--- config.mk ---
export PLATFORM = sky130hd
export DESIGN_NAME = store_queue_ctrl
export DESIGN_NICKNAME = d
export VERILOG_FILES = /design/src/rtl/store_queue_ctrl_pkg.sv /design/src/rtl/store_lane_fmt.sv /design/src/rtl/store_queue_ctrl.sv
export SDC_FILE = /design/constraint.sdc
export NUM_CORES = 1
export LEC_CHECK = 0
export BUFFER_PORTS_ARGS = -buffer_cell sky130_fd_sc_hd__buf_2
export CAP_MARGIN = 20
export CORE_MARGIN = 1
export CORE_UTILIZATION = 35
export DETAILED_ROUTE_END_ITERATION = 10
export PLACE_DENSITY_LB_ADDON = 0.12
export SLEW_MARGIN = 20
export SYNTH_ARGS = -nofsm -noshare
export SYNTH_HDL_FRONTEND = slang
export SYNTH_SLANG_ARGS = --single-unit
--- constraint.sdc ---
create_clock -name clk -period 4.4 [get_ports clk]
set_input_delay 0 -clock clk [delete_from_list [all_inputs] [get_ports clk]]
set_output_delay 0 -clock clk [all_outputs]
set_load 0.02 [all_outputs]
--- src/rtl/store_queue_ctrl_pkg.sv ---
// Shared types for the store queue: store-size encodings, queue entry layout
// and drain FSM states. Entry addresses are SQ_ADDR_W wide; the top's ADDR_W must match.
package store_queue_ctrl_pkg;

    localparam int SQ_ADDR_W = 32;

    typedef enum logic [1:0] {
        ST_SB     = 2'b00,
        ST_SH     = 2'b01,
        ST_SW     = 2'b10,
        ST_SW_ALT = 2'b11
    } st_src_e;

    typedef struct packed {
        logic [SQ_ADDR_W-1:0] addr;
        logic [31:0]          wdata;
        logic [3:0]           be;
    } sq_entry_t;

    typedef enum logic {
        SQ_IDLE = 1'b0,
        SQ_BUSY = 1'b1
    } sq_state_e;

endpackage

--- src/rtl/store_lane_fmt.sv ---
// Combinational store formatter: alignment check, byte-enable generation and
// replication of the store data across the byte lanes it may land in.
module store_lane_fmt
    import store_queue_ctrl_pkg::*;
(
    input  logic [1:0]  store_src,
    input  logic [1:0]  offset,
    input  logic [31:0] write_data,
    output logic        aligned,
    output logic [3:0]  be,
    output logic [31:0] wdata
);

    // Size decode; the 2'b11 encoding falls into the word path.
    always_comb begin
        aligned = 1'b1;
        be      = 4'b1111;
        wdata   = write_data;
        case (st_src_e'(store_src))
            ST_SB: begin
                aligned = 1'b1;
                be      = 4'b0001 << offset;
                wdata   = {4{write_data[7:0]}};
            end
            ST_SH: begin
                aligned = (offset[0] == 1'b0);
                be      = 4'b0011 << offset;
                wdata   = {2{write_data[15:0]}};
            end
            default: begin
                aligned = (offset == 2'b00);
                be      = 4'b1111;
                wdata   = write_data;
            end
        endcase
    end

endmodule

--- src/rtl/store_queue_ctrl.sv ---
// In-order store queue between MEM and the data-memory write port: formats and
// buffers stores, drains them over req/ack and flags load/store word hazards.
module store_queue_ctrl
    import store_queue_ctrl_pkg::*;
#(
    parameter int DEPTH  = 4,
    parameter int ADDR_W = SQ_ADDR_W
) (
    input  logic                       clk,
    input  logic                       reset,
    input  logic                       st_valid,
    output logic                       st_ready,
    input  logic [1:0]                 store_src,
    input  logic [ADDR_W-1:0]          store_address,
    input  logic [31:0]                write_data,
    input  logic                       ld_check_valid,
    input  logic [ADDR_W-1:0]          ld_check_addr,
    output logic                       ld_hazard,
    output logic                       misalign_err,
    output logic                       mem_req,
    output logic [ADDR_W-1:0]          mem_addr,
    output logic [31:0]                mem_wdata,
    output logic [3:0]                 mem_be,
    input  logic                       mem_ack,
    output logic [$clog2(DEPTH+1)-1:0] count,
    output logic                       empty
);

    localparam int PTR_W = $clog2(DEPTH);
    localparam int CNT_W = $clog2(DEPTH+1);
    localparam logic [CNT_W-1:0] CNT_FULL = CNT_W'(DEPTH);

    sq_entry_t          entries_q [DEPTH];
    sq_entry_t          entries_d [DEPTH];
    logic [DEPTH-1:0]   valid_q, valid_d;
    logic [PTR_W-1:0]   wr_ptr_q, wr_ptr_d;
    logic [PTR_W-1:0]   rd_ptr_q, rd_ptr_d;
    logic [CNT_W-1:0]   count_q, count_d;
    sq_state_e          state_q, state_d;
    logic               mem_req_q, mem_req_d;
    logic [ADDR_W-1:0]  mem_addr_q, mem_addr_d;
    logic [31:0]        mem_wdata_q, mem_wdata_d;
    logic [3:0]         mem_be_q, mem_be_d;
    logic               misalign_q, misalign_d;

    logic               fmt_aligned_s;
    logic [3:0]         fmt_be_s;
    logic [31:0]        fmt_wdata_s;
    logic               push_s, pop_s, reject_s;
    logic               addr_match_s;
    logic [1:0]         ld_addr_unused_s;

    store_lane_fmt u_lane_fmt (
        .store_src  (store_src),
        .offset     (store_address[1:0]),
        .write_data (write_data),
        .aligned    (fmt_aligned_s),
        .be         (fmt_be_s),
        .wdata      (fmt_wdata_s)
    );

    assign st_ready         = (count_q != CNT_FULL);
    assign push_s           = st_valid && st_ready && fmt_aligned_s;
    assign reject_s         = st_valid && st_ready && !fmt_aligned_s;
    assign pop_s            = (state_q == SQ_BUSY) && mem_ack;
    assign ld_addr_unused_s = ld_check_addr[1:0];

    // Queue storage, pointers and occupancy; the in-flight head stays counted until acked.
    always_comb begin
        entries_d = entries_q;
        valid_d   = valid_q;
        wr_ptr_d  = wr_ptr_q;
        rd_ptr_d  = rd_ptr_q;
        count_d   = count_q;
        if (push_s) begin
            entries_d[wr_ptr_q].addr  = {store_address[ADDR_W-1:2], 2'b00};
            entries_d[wr_ptr_q].wdata = fmt_wdata_s;
            entries_d[wr_ptr_q].be    = fmt_be_s;
            valid_d[wr_ptr_q]         = 1'b1;
            wr_ptr_d                  = wr_ptr_q + PTR_W'(1'b1);
        end else begin
            wr_ptr_d = wr_ptr_q;
        end
        if (pop_s) begin
            valid_d[rd_ptr_q] = 1'b0;
            rd_ptr_d          = rd_ptr_q + PTR_W'(1'b1);
        end else begin
            rd_ptr_d = rd_ptr_q;
        end
        case ({push_s, pop_s})
            2'b10:   count_d = count_q + CNT_W'(1'b1);
            2'b01:   count_d = count_q - CNT_W'(1'b1);
            default: count_d = count_q;
        endcase
    end

    // Drain FSM: latch the head onto the write port, hold it until the ack.
    always_comb begin
        state_d     = state_q;
        mem_req_d   = mem_req_q;
        mem_addr_d  = mem_addr_q;
        mem_wdata_d = mem_wdata_q;
        mem_be_d    = mem_be_q;
        misalign_d  = reject_s;
        case (state_q)
            SQ_IDLE: begin
                if (count_q != {CNT_W{1'b0}}) begin
                    state_d     = SQ_BUSY;
                    mem_req_d   = 1'b1;
                    mem_addr_d  = entries_q[rd_ptr_q].addr;
                    mem_wdata_d = entries_q[rd_ptr_q].wdata;
                    mem_be_d    = entries_q[rd_ptr_q].be;
                end else begin
                    mem_req_d = 1'b0;
                end
            end
            SQ_BUSY: begin
                if (mem_ack) begin
                    state_d   = SQ_IDLE;
                    mem_req_d = 1'b0;
                end else begin
                    mem_req_d = 1'b1;
                end
            end
            default: begin
                state_d   = SQ_IDLE;
                mem_req_d = 1'b0;
            end
        endcase
    end

    // Word-address match of the load against every occupied entry.
    always_comb begin
        addr_match_s = 1'b0;
        for (int i = 0; i < DEPTH; i++) begin
            if (valid_q[i] && (entries_q[i].addr[ADDR_W-1:2] == ld_check_addr[ADDR_W-1:2])) begin
                addr_match_s = 1'b1;
            end else begin
                addr_match_s = addr_match_s;
            end
        end
    end

    // State registers with synchronous reset; an outstanding write is abandoned.
    always_ff @(posedge clk) begin
        if (reset) begin
            for (int i = 0; i < DEPTH; i++) begin
                entries_q[i] <= '0;
            end
            valid_q     <= {DEPTH{1'b0}};
            wr_ptr_q    <= {PTR_W{1'b0}};
            rd_ptr_q    <= {PTR_W{1'b0}};
            count_q     <= {CNT_W{1'b0}};
            state_q     <= SQ_IDLE;
            mem_req_q   <= 1'b0;
            mem_addr_q  <= {ADDR_W{1'b0}};
            mem_wdata_q <= 32'h0000_0000;
            mem_be_q    <= 4'b0000;
            misalign_q  <= 1'b0;
        end else begin
            entries_q   <= entries_d;
            valid_q     <= valid_d;
            wr_ptr_q    <= wr_ptr_d;
            rd_ptr_q    <= rd_ptr_d;
            count_q     <= count_d;
            state_q     <= state_d;
            mem_req_q   <= mem_req_d;
            mem_addr_q  <= mem_addr_d;
            mem_wdata_q <= mem_wdata_d;
            mem_be_q    <= mem_be_d;
            misalign_q  <= misalign_d;
        end
    end

    assign ld_hazard    = ld_check_valid && addr_match_s;
    assign misalign_err = misalign_q;
    assign mem_req      = mem_req_q;
    assign mem_addr     = mem_addr_q;
    assign mem_wdata    = mem_wdata_q;
    assign mem_be       = mem_be_q;
    assign count        = count_q;
    assign empty        = (count_q == {CNT_W{1'b0}}) && !mem_req_q;

endmodule

==> flow_summary.json, run 1 <==
{
  "status": "finished clean",
  "numCtsBuffers": 41,
  "synth_cell_type_count": 32,
  "critPathTopFamily": "simple AND/OR/NAND/NOR gates",
  "relSlewSlack_pct": 25.2,
  "grt_max_degree": 137,
  "finalHoldViolCount": 0,
  "antenna_found_initial": 2,
  "critPathLaunchType": "register",
  "port_buffers": 174,
  "clk_pin_slew_ns": 0.06,
  "peakVddDrop_mv": 0.247,
  "synth_top_area_cell": "dfxtp_1",
  "route.detailed.drc": 0,
  "ys.warnings.count": 0,
  "cts_buffer_depth": 3,
  "avgSynthCellArea_sq_um": 8.69,
  "clock_skew_ns": 0.0146,
  "setup_tns_ns": 0,
  "drt-total-wl_mm": 49.9,
  "antenna_left": 0,
  "root_buffer": "clkbuf_16",
  "cts_tree": "yes",
  "drive_gt1_share_pct": 17.5,
  "cts_resized": 0,
  "max_stage_delay_ns": 0.58,
  "io_pins": 179,
  "path_buf_inv": 2,
  "cp-end-kind": "register",
  "grt_first_pass_wirelength_mm": 75.4,
  "worst_slew_pin_slew_ns": 1.12,
  "synth_top_cells_by_area": "dfxtp_1 (45%), nand2_1 (13%), mux4_2 (9.8%)",
  "drv_cap": 0,
  "track_usage_pct": 22.6,
  "async_flop_share_pct": 0,
  "ys.flop_type": "dfxtp_1",
  "first_pass_iters": 5,
  "fmax_mhz": 332,
  "holdBufCountCts": 62,
  "final_area_sq_um": 18300,
  "syn_area_sq_um": 15200,
  "synth_cells": 1747,
  "hp-class": "in2reg",
  "powerDensity_nw_per_um2": 436,
  "whs_ns": 0.0569,
  "wire_per_inst_um": 19.9,
  "core_area_sq_um": 42300,
  "power.leakage_nw": 6.39,
  "globalplace.congestion": 0.876,
  "drv_slew": 0,
  "required_ns": 4.89,
  "post_cts_buffers": 0,
  "slowest_stage": "dlygate4sd3_1",
  "overflow": 0,
  "core.rowCount": 75,
  "cp_data_arrival_time_ns": 3.50,
  "worst_skew_pair.late_latency_ns": 0.55,
  "via_per_inst": 5.10,
  "finalSetupViolCount": 0,
  "die_area_sq_um": 44200,
  "synth_edf_count": 0,
  "num_vias": 12763,
  "placed_area_sq_um": 16300,
  "grt_pass1_vias": 12162,
  "cts_max_level": 2,
  "clkSinkCount": 343,
  "die_y_um": 210,
  "area_growth_pct": 20.4,
  "crit_chain": "or3b_4 -> and4_4 -> nand2_2 -> buf_4 -> nand2_1 -> a21oi_1 -> dlygate4sd3_1",
  "cp_max_fo": 24,
  "hpwl_mm": 31.1,
  "finalPower_w": 0.00797,
  "grt_setup_unrepaired": "false",
  "critical_path_class": "reg2reg",
  "yosysTopAreaCellShare_pct": 45.2,
  "timing.final.crit_share_pct": 68.5,
  "die_x_um": 210,
  "layout.nets": 2010,
  "start_util_pct": 35.9,
  "yosysSeqAreaShare_pct": 45.2,
  "finalCriticalPeriod_ns": 3.01,
  "synth-seq-cells": 343,
  "drt_iter0_drc": 862
}
[per-layer routing]
metal	GRT usage [%]	routed length, um	part of all wire [%]	up-vias
met5	0	17	0.034	-
met4	6.04	1020	2.0	2
met3	3.40	2510	5.0	65
met2	35.5	22800	46	335
met1	32.1	23500	47	6154
li1	-	-	-	6207
[kinds of logic (layout without fill, tap and decap cells)]
kind of cell	count (synthesis)	in the layout	share of synthesized area, %
mux	92	92	11.5
other cells	1	3	0.0247
fa+ha+maj	10	10	0.874
xor+xnor	124	124	7.16
compound gates	350	350	13.0
flops	343	343	45.2
simple gates	667	667	17.5
buf+inv	160	338	4.75
[cells in the final DEF, fill, tap and decap left out, types with 9 or more instances in the layout]
cell             n
clkbuf_16       43
buf_2          173
clkbuf_1        10
xnor2_1         78
buf_4           18
mux2i_1         26
mux4_2          66
nor4_1          17
clkbuf_8        13
dfxtp_1        341
ha_1             9
o21ai_0         10
a211oi_1        83
inv_1            9
a21oi_1        255
xor2_1          46
nor2_1          99
nand4_1         24
nand2_1        509
dlygate4sd3_1   62
[path summary, 6_finish.rpt]
| check | to | slack [ns] | cells past startpoint | startpoint |
|---|---|---|---|---|
| setup / recovery | entries_q[133] | 1.39 | 7 | count[2] |
| hold / removal | entries_q[34] | 0.06 | 5 | write_data[30] |
| setup reg to reg | entries_q[133] | 1.39 | 7 | count[2] |
| hold reg to reg | mem_addr[19] | 0.45 | 2 | mem_addr[19] |
[final cells by class]
type / instances / area, sq um
timing repair buffer: 257 / 1700
antenna: 1 / 2.50
fill: 4228 / 24000
multi-input combinational: 1245 / 7620
sequential: 343 / 6870
inverter: 9 / 33.8
clock buffer: 66 / 1290
tap: 577 / 722
clock inverter: 6 / 36.3
[power by group]
part	switching (W)	internal (W)
Clock	0.00134	0.00200
Combinational	0.000822	0.000426
Sequential	0.000151	0.00323
[state kept, by name, indices dropped and copies added (netlist names)]
signal        cells
entries_q       264
mem_wdata        32
mem_addr         30
mem_be            4
valid_q           4
count             3
rd_ptr_q          2
wr_ptr_q          2
mem_req           1
misalign_err      1
[worst reg2reg max path: stages, from the launching register on]
cell and delay (ns):
dfxtp_1 0.40, or3b_4 0.42, and4_4 0.24, nand2_2 0.53, buf_4 0.51, nand2_1 0.10, a21oi_1 0.18, dlygate4sd3_1 0.58
[synthesized netlist by cell type (all sizes together) (10+ instances only)]
master / n
mux2i: 26
nand2: 513
a21oi: 255
nor2: 100
clkbuf: 91
xor2: 46
nor4: 17
mux4: 66
buf: 60
o21ai: 10
xnor2: 78
dfxtp: 343
nand4: 24
a211oi: 84
[per-stage QoR]
step | utilization [%] | worst slack [ns] | std cells
floorplan | - | 1.90 | 1748
global placement | 38.6 | 1.93 | 2369
detailed placement | 38.6 | 1.90 | 2369
CTS | 43.2 | 1.43 | 2503
global route | 43.2 | 1.26 | 2504
finish | 43.2 | 1.39 | 2504
(Power assumes the default switching activity.)
==> run 2: changes to the inputs <==
- clock period: 4.4 -> 2.7 ns (I/O delays scaled with it)
==> flow_summary.json, run 2 (same netlist as run 1, synthesis figures left out) <==
{
  "status": "finished clean",
  "clkPwrFrac_pct": 41.5,
  "worst_skew_pair.late_latency_ns": 0.57,
  "intPower_w": 0.00916,
  "first_pass_iters": 5,
  "track_usage_pct": 22.4,
  "hpwl_mm": 31.7,
  "setup_tns_ns": 0,
  "peakVddDrop_mv": 0.509,
  "drv_cap": 0,
  "layout.cells.non_filler": 2522,
  "antenna_left": 0,
  "final_area_sq_um": 18500,
  "finalCriticalPeriod_ns": 2.50,
  "relSlewSlack_pct": 38.9,
  "fmax_mhz": 400,
  "finalSetupViolCount": 0,
  "die_area_sq_um": 44200,
  "p_seq_share_pct": 42.2,
  "cp_data_arrival_time_ns": 2.50,
  "comb_power_share_pct": 16.2,
  "die_y_um": 210,
  "dp_cells": 2384,
  "drive_gt1_share_pct": 18.2,
  "utilization_pct": 43.7,
  "timing.final.crit_share_pct": 92.7,
  "cp-end-kind": "output port",
  "globalplace.congestion": 0.868,
  "route.detailed.drc": 0,
  "critPathLaunchType": "register",
  "r2r-start": "count[2]",
  "clk_pin_slew_ns": 0.06,
  "layout_common_cells": "nand2_1 (509), dfxtp_1 (341), a21oi_1 (255), buf_2 (173), nor2_1 (99)",
  "start_util_pct": 35.9,
  "top_register": "entries_q",
  "placed_area_sq_um": 16600,
  "core.rowCount": 75,
  "grt_max_degree": 122,
  "cts_tree": "yes",
  "port_buffers": 174,
  "cp_max_fo": 3,
  "largest_reg_flops": 264,
  "cts_buffer_depth": 3,
  "drt-total-wl_mm": 49.1,
  "overflow": 0,
  "io_pins": 179,
  "num_vias": 12677,
  "clkSinkCount": 343,
  "numCtsBuffers": 40,
  "worst_slack_ns": 0.197,
  "holdCritStartpoint": "write_data[29]",
  "drt_iter0_drc": 847,
  "layout.nets": 2026,
  "area_growth_pct": 22.0,
  "r2r_setup_slack_ns": 0.29,
  "p_switching_w": 0.00373,
  "grt_pass1_vias": 12529,
  "via_per_inst": 5.03,
  "core_area_sq_um": 42300,
  "antenna_found_initial": 4,
  "swShare_pct": 28.9,
  "grt_first_pass_wirelength_mm": 75.5,
  "required_ns": 2.70,
  "root_buffer": "clkbuf_16",
  "final_common_cell": "nand2_1",
  "cts_max_level": 2,
  "drv_slew": 0,
  "clock_skew_ns": 0.0270,
  "die_x_um": 210,
  "finalHoldViolCount": 0,
  "critPathLaunch": "entries_q[257]",
  "powerDensity_nw_per_um2": 697,
  "grt_setup_unrepaired": "false",
  "worst_slew_pin_slew_ns": 0.917,
  "critical_path_class": "reg2out",
  "hp-class": "in2reg",
  "power.leakage_nw": 6.50,
  "wire_per_inst_um": 19.5,
  "dpl_worst_slack_ns": 0.290
}
## run 2: worst max-delay path: stages (launching register included)
cell     delay, ns
dfxtp_1       0.33
xnor2_1       0.26
nand4_1       0.17
nor4_1        0.44
nand4_1       0.17
a41oi_1       0.35
buf_2         0.23
## run 2: worst paths after layout
kind | end | depth (start not counted)
worst min register to register | mem_addr[24] | 2
worst max register to register | count[2] | 9
worst max-delay path | ld_hazard | 6
worst min-delay path | entries_q[33] | 5
## run 2: cell type report
cell class | count | area (sq um)
fill | 4262 | 23800
multi-input combinational | 1245 | 7620
sequential | 343 | 6870
timing repair buffer | 274 | 1950
clock buffer | 61 | 1210
tap | 577 | 722
clock inverter | 9 | 77.6
inverter | 9 | 33.8
antenna | 4 | 10.0
## run 2: per-layer routing
metal	track usage, %	vias up	routed length (um)
li1	-	6250	-
met1	30.3	6062	22600
met2	36.3	285	22800
met3	3.56	80	2370
met4	7.35	0	1250
met5	0	-	0
## run 2: power groups by stage
stage	Combinational (W)	Clock [W]	Sequential, W
detailed placement	0.00206	0	0.00556
finish	0.00209	0.00536	0.00545
global route	0.00229	0.00569	0.00547
CTS	0.00214	0.00551	0.00545
floorplan	0.00121	0	0.00556
global placement	0.00207	0	0.00555
## run 2: stage by stage
stage	hold WS (ns)	total power (W)
global placement	0.276	0.00762
floorplan	0.119	0.00677
CTS	0.0108	0.0131
finish	0.0491	0.0129
detailed placement	0.278	0.00762
global route	0.0682	0.0135
## run 2: what timing repair did
action | in CTS | in global routing
hold endpoints to repair | 262 | 0
hold buffers | 64 | 0
gates resized for setup | 0 | 1
endpoints found under the setup margin | 0 | 1
setup buffers | 0 | 0
==> run 3: changes to the inputs <==
- PLACE_DENSITY_LB_ADDON: 0.12 -> unset
==> flow_summary.json, run 3 (same netlist as run 1, synthesis figures left out) <==
{
  "status": "finished clean",
  "top_register": "entries_q",
  "route.detailed.drc": 0,
  "p_switching_w": 0.00367,
  "p_seq_share_pct": 41.7,
  "dp_cells": 2378,
  "comb_power_share_pct": 16.1,
  "intPower_w": 0.00936,
  "grt_use_met1_pct": 29.2,
  "setup_tns_ns": 0,
  "drv_cap": 0,
  "critPathTopFamily": "simple AND/OR/NAND/NOR gates",
  "path_buf_inv": 1,
  "relSlewSlack_pct": 44.5,
  "layout_common_cells": "nand2_1 (513), dfxtp_1 (341), a21oi_1 (255), buf_2 (173), nor2_1 (99)",
  "finalPower_w": 0.0130,
  "antenna_found_initial": 2,
  "finalSetupViolCount": 0,
  "root_buffer": "clkbuf_16",
  "cts_max_level": 2,
  "clk_pin_slew_ns": 0.06,
  "critPathLaunchType": "register",
  "die_y_um": 210,
  "max_stage_delay_ns": 0.65,
  "hpwl_mm": 30.9,
  "drt_iter0_drc": 978,
  "die_area_sq_um": 44200,
  "via_per_inst": 5.14,
  "start_util_pct": 35.9,
  "cts_tree": "yes",
  "critical_path_class": "reg2out",
  "wire_per_inst_um": 19.0,
  "core.rowCount": 75,
  "layout.cells.non_filler": 2507,
  "io_pins": 179,
  "powerDensity_nw_per_um2": 705,
  "track_usage_pct": 21.5,
  "die_x_um": 210,
  "clock_skew_ns": 0.0151,
  "antenna_left": 0,
  "utilization_pct": 43.7,
  "clkPwrFrac_pct": 42.3,
  "power.leakage_nw": 6.48,
  "slowest_stage": "nor4_1",
  "grt_setup_unrepaired": "false",
  "num_vias": 12895,
  "area_growth_pct": 21.9,
  "grt_pass1_vias": 12552,
  "post_cts_buffers": 0,
  "globalplace.congestion": 0.929,
  "hp-class": "in2reg",
  "drv_slew": 0,
  "numCtsBuffers": 39,
  "grt-busiest-layer": "met2",
  "drive_gt1_share_pct": 17.7,
  "whs_ns": 0.0121,
  "timing.final.crit_share_pct": 92.3,
  "worst_skew_pair.late_latency_ns": 0.54,
  "layout.nets": 2013,
  "largest_reg_flops": 264,
  "required_ns": 2.70,
  "overflow": 0,
  "crit_chain": "xor2_1 -> nor4_1 -> nand4_1 -> a41oi_1 -> buf_2",
  "cp_max_fo": 3,
  "clkSinkCount": 343,
  "cp-end-kind": "output port",
  "final_common_cell": "nand2_1",
  "grt_first_pass_wirelength_mm": 74.0,
  "cp_data_arrival_time_ns": 2.49,
  "drt-total-wl_mm": 47.5,
  "fmax_mhz": 401,
  "port_buffers": 174,
  "cts_buffer_depth": 3,
  "worst_slew_pin_slew_ns": 0.823,
  "peakVddDrop_mv": 0.577,
  "core_area_sq_um": 42300,
  "grt_max_degree": 115,
  "finalCriticalPeriod_ns": 2.49,
  "finalHoldViolCount": 0,
  "swShare_pct": 28.2,
  "first_pass_iters": 7,
  "grtUsageMet3_pct": 4.31,
  "grt_util_met2_pct": 33.9
}
[run 3: cell type report]
cell class	instances	area, sq um
inverters	9	33.8
diodes	3	7.51
flip-flops and latches	343	6870
well taps	577	722
fillers	4086	23800
clock buffers	58	1170
repair buffers	262	1920
multi-input cells	1245	7610
clock inverters	10	156
[run 3: worst reg2reg max path: cells and delay by family (launching register included)]
family / cells / cell delay, ns
adder cells (fa/ha/maj): 2 / 0.54
AO/OA/AOI/OAI: 1 / 0.16
AND/OR/NAND/NOR: 3 / 0.96
buffers and inverters: 2 / 0.13
XOR/XNOR: 1 / 0.17
flip-flops: 1 / 0.40
[run 3: path summary, 6_finish.rpt]
| path | startpoint | end | slack (ns) | cells past startpoint |
|---|---|---|---|---|
| max | entries_q[245] | ld_hazard | 0.21 | 5 |
| min | write_data[9] | entries_q[13] | 0.01 | 3 |
| max reg2reg | count[2] | count[2] | 0.28 | 9 |
| min reg2reg | mem_addr[16] | mem_addr[16] | 0.45 | 2 |
[run 3: timing repair]
action,in CTS,in global routing
resized for setup,0,1
hold buffers,58,0
setup endpoints to repair,0,1
endpoints found under the hold margin,243,0
[run 3: per-stage QoR]
step	cell area, sq um	worst slack [ns]
floorplan	15200	0.196
global placement	16600	0.310
detailed placement	16600	0.299
CTS	18500	0.227
global route	18500	0.104
finish	18500	0.208
[run 3: power by group through the flow]
stage | clock [W] | sequential [W] | combinational (W)
2_1_floorplan | 0 | 0.00556 | 0.00121
3_3_place_gp | 0 | 0.00553 | 0.00202
3_5_place_dp | 0 | 0.00554 | 0.00203
4_1_cts | 0.00562 | 0.00543 | 0.00211
5_1_grt | 0.00581 | 0.00546 | 0.00227
6_report | 0.00551 | 0.00543 | 0.00209
[run 3: per-layer routing]
| metal | part of all wire [%] | wire length, um | vias to the layer above |
|---|---|---|---|
| li1 | - | - | 6226 |
| met1 | 44 | 21000 | 6149 |
| met2 | 46 | 21900 | 442 |
| met3 | 6.9 | 3280 | 78 |
| met4 | 2.8 | 1330 | 0 |
| met5 | 0 | 0 | - |
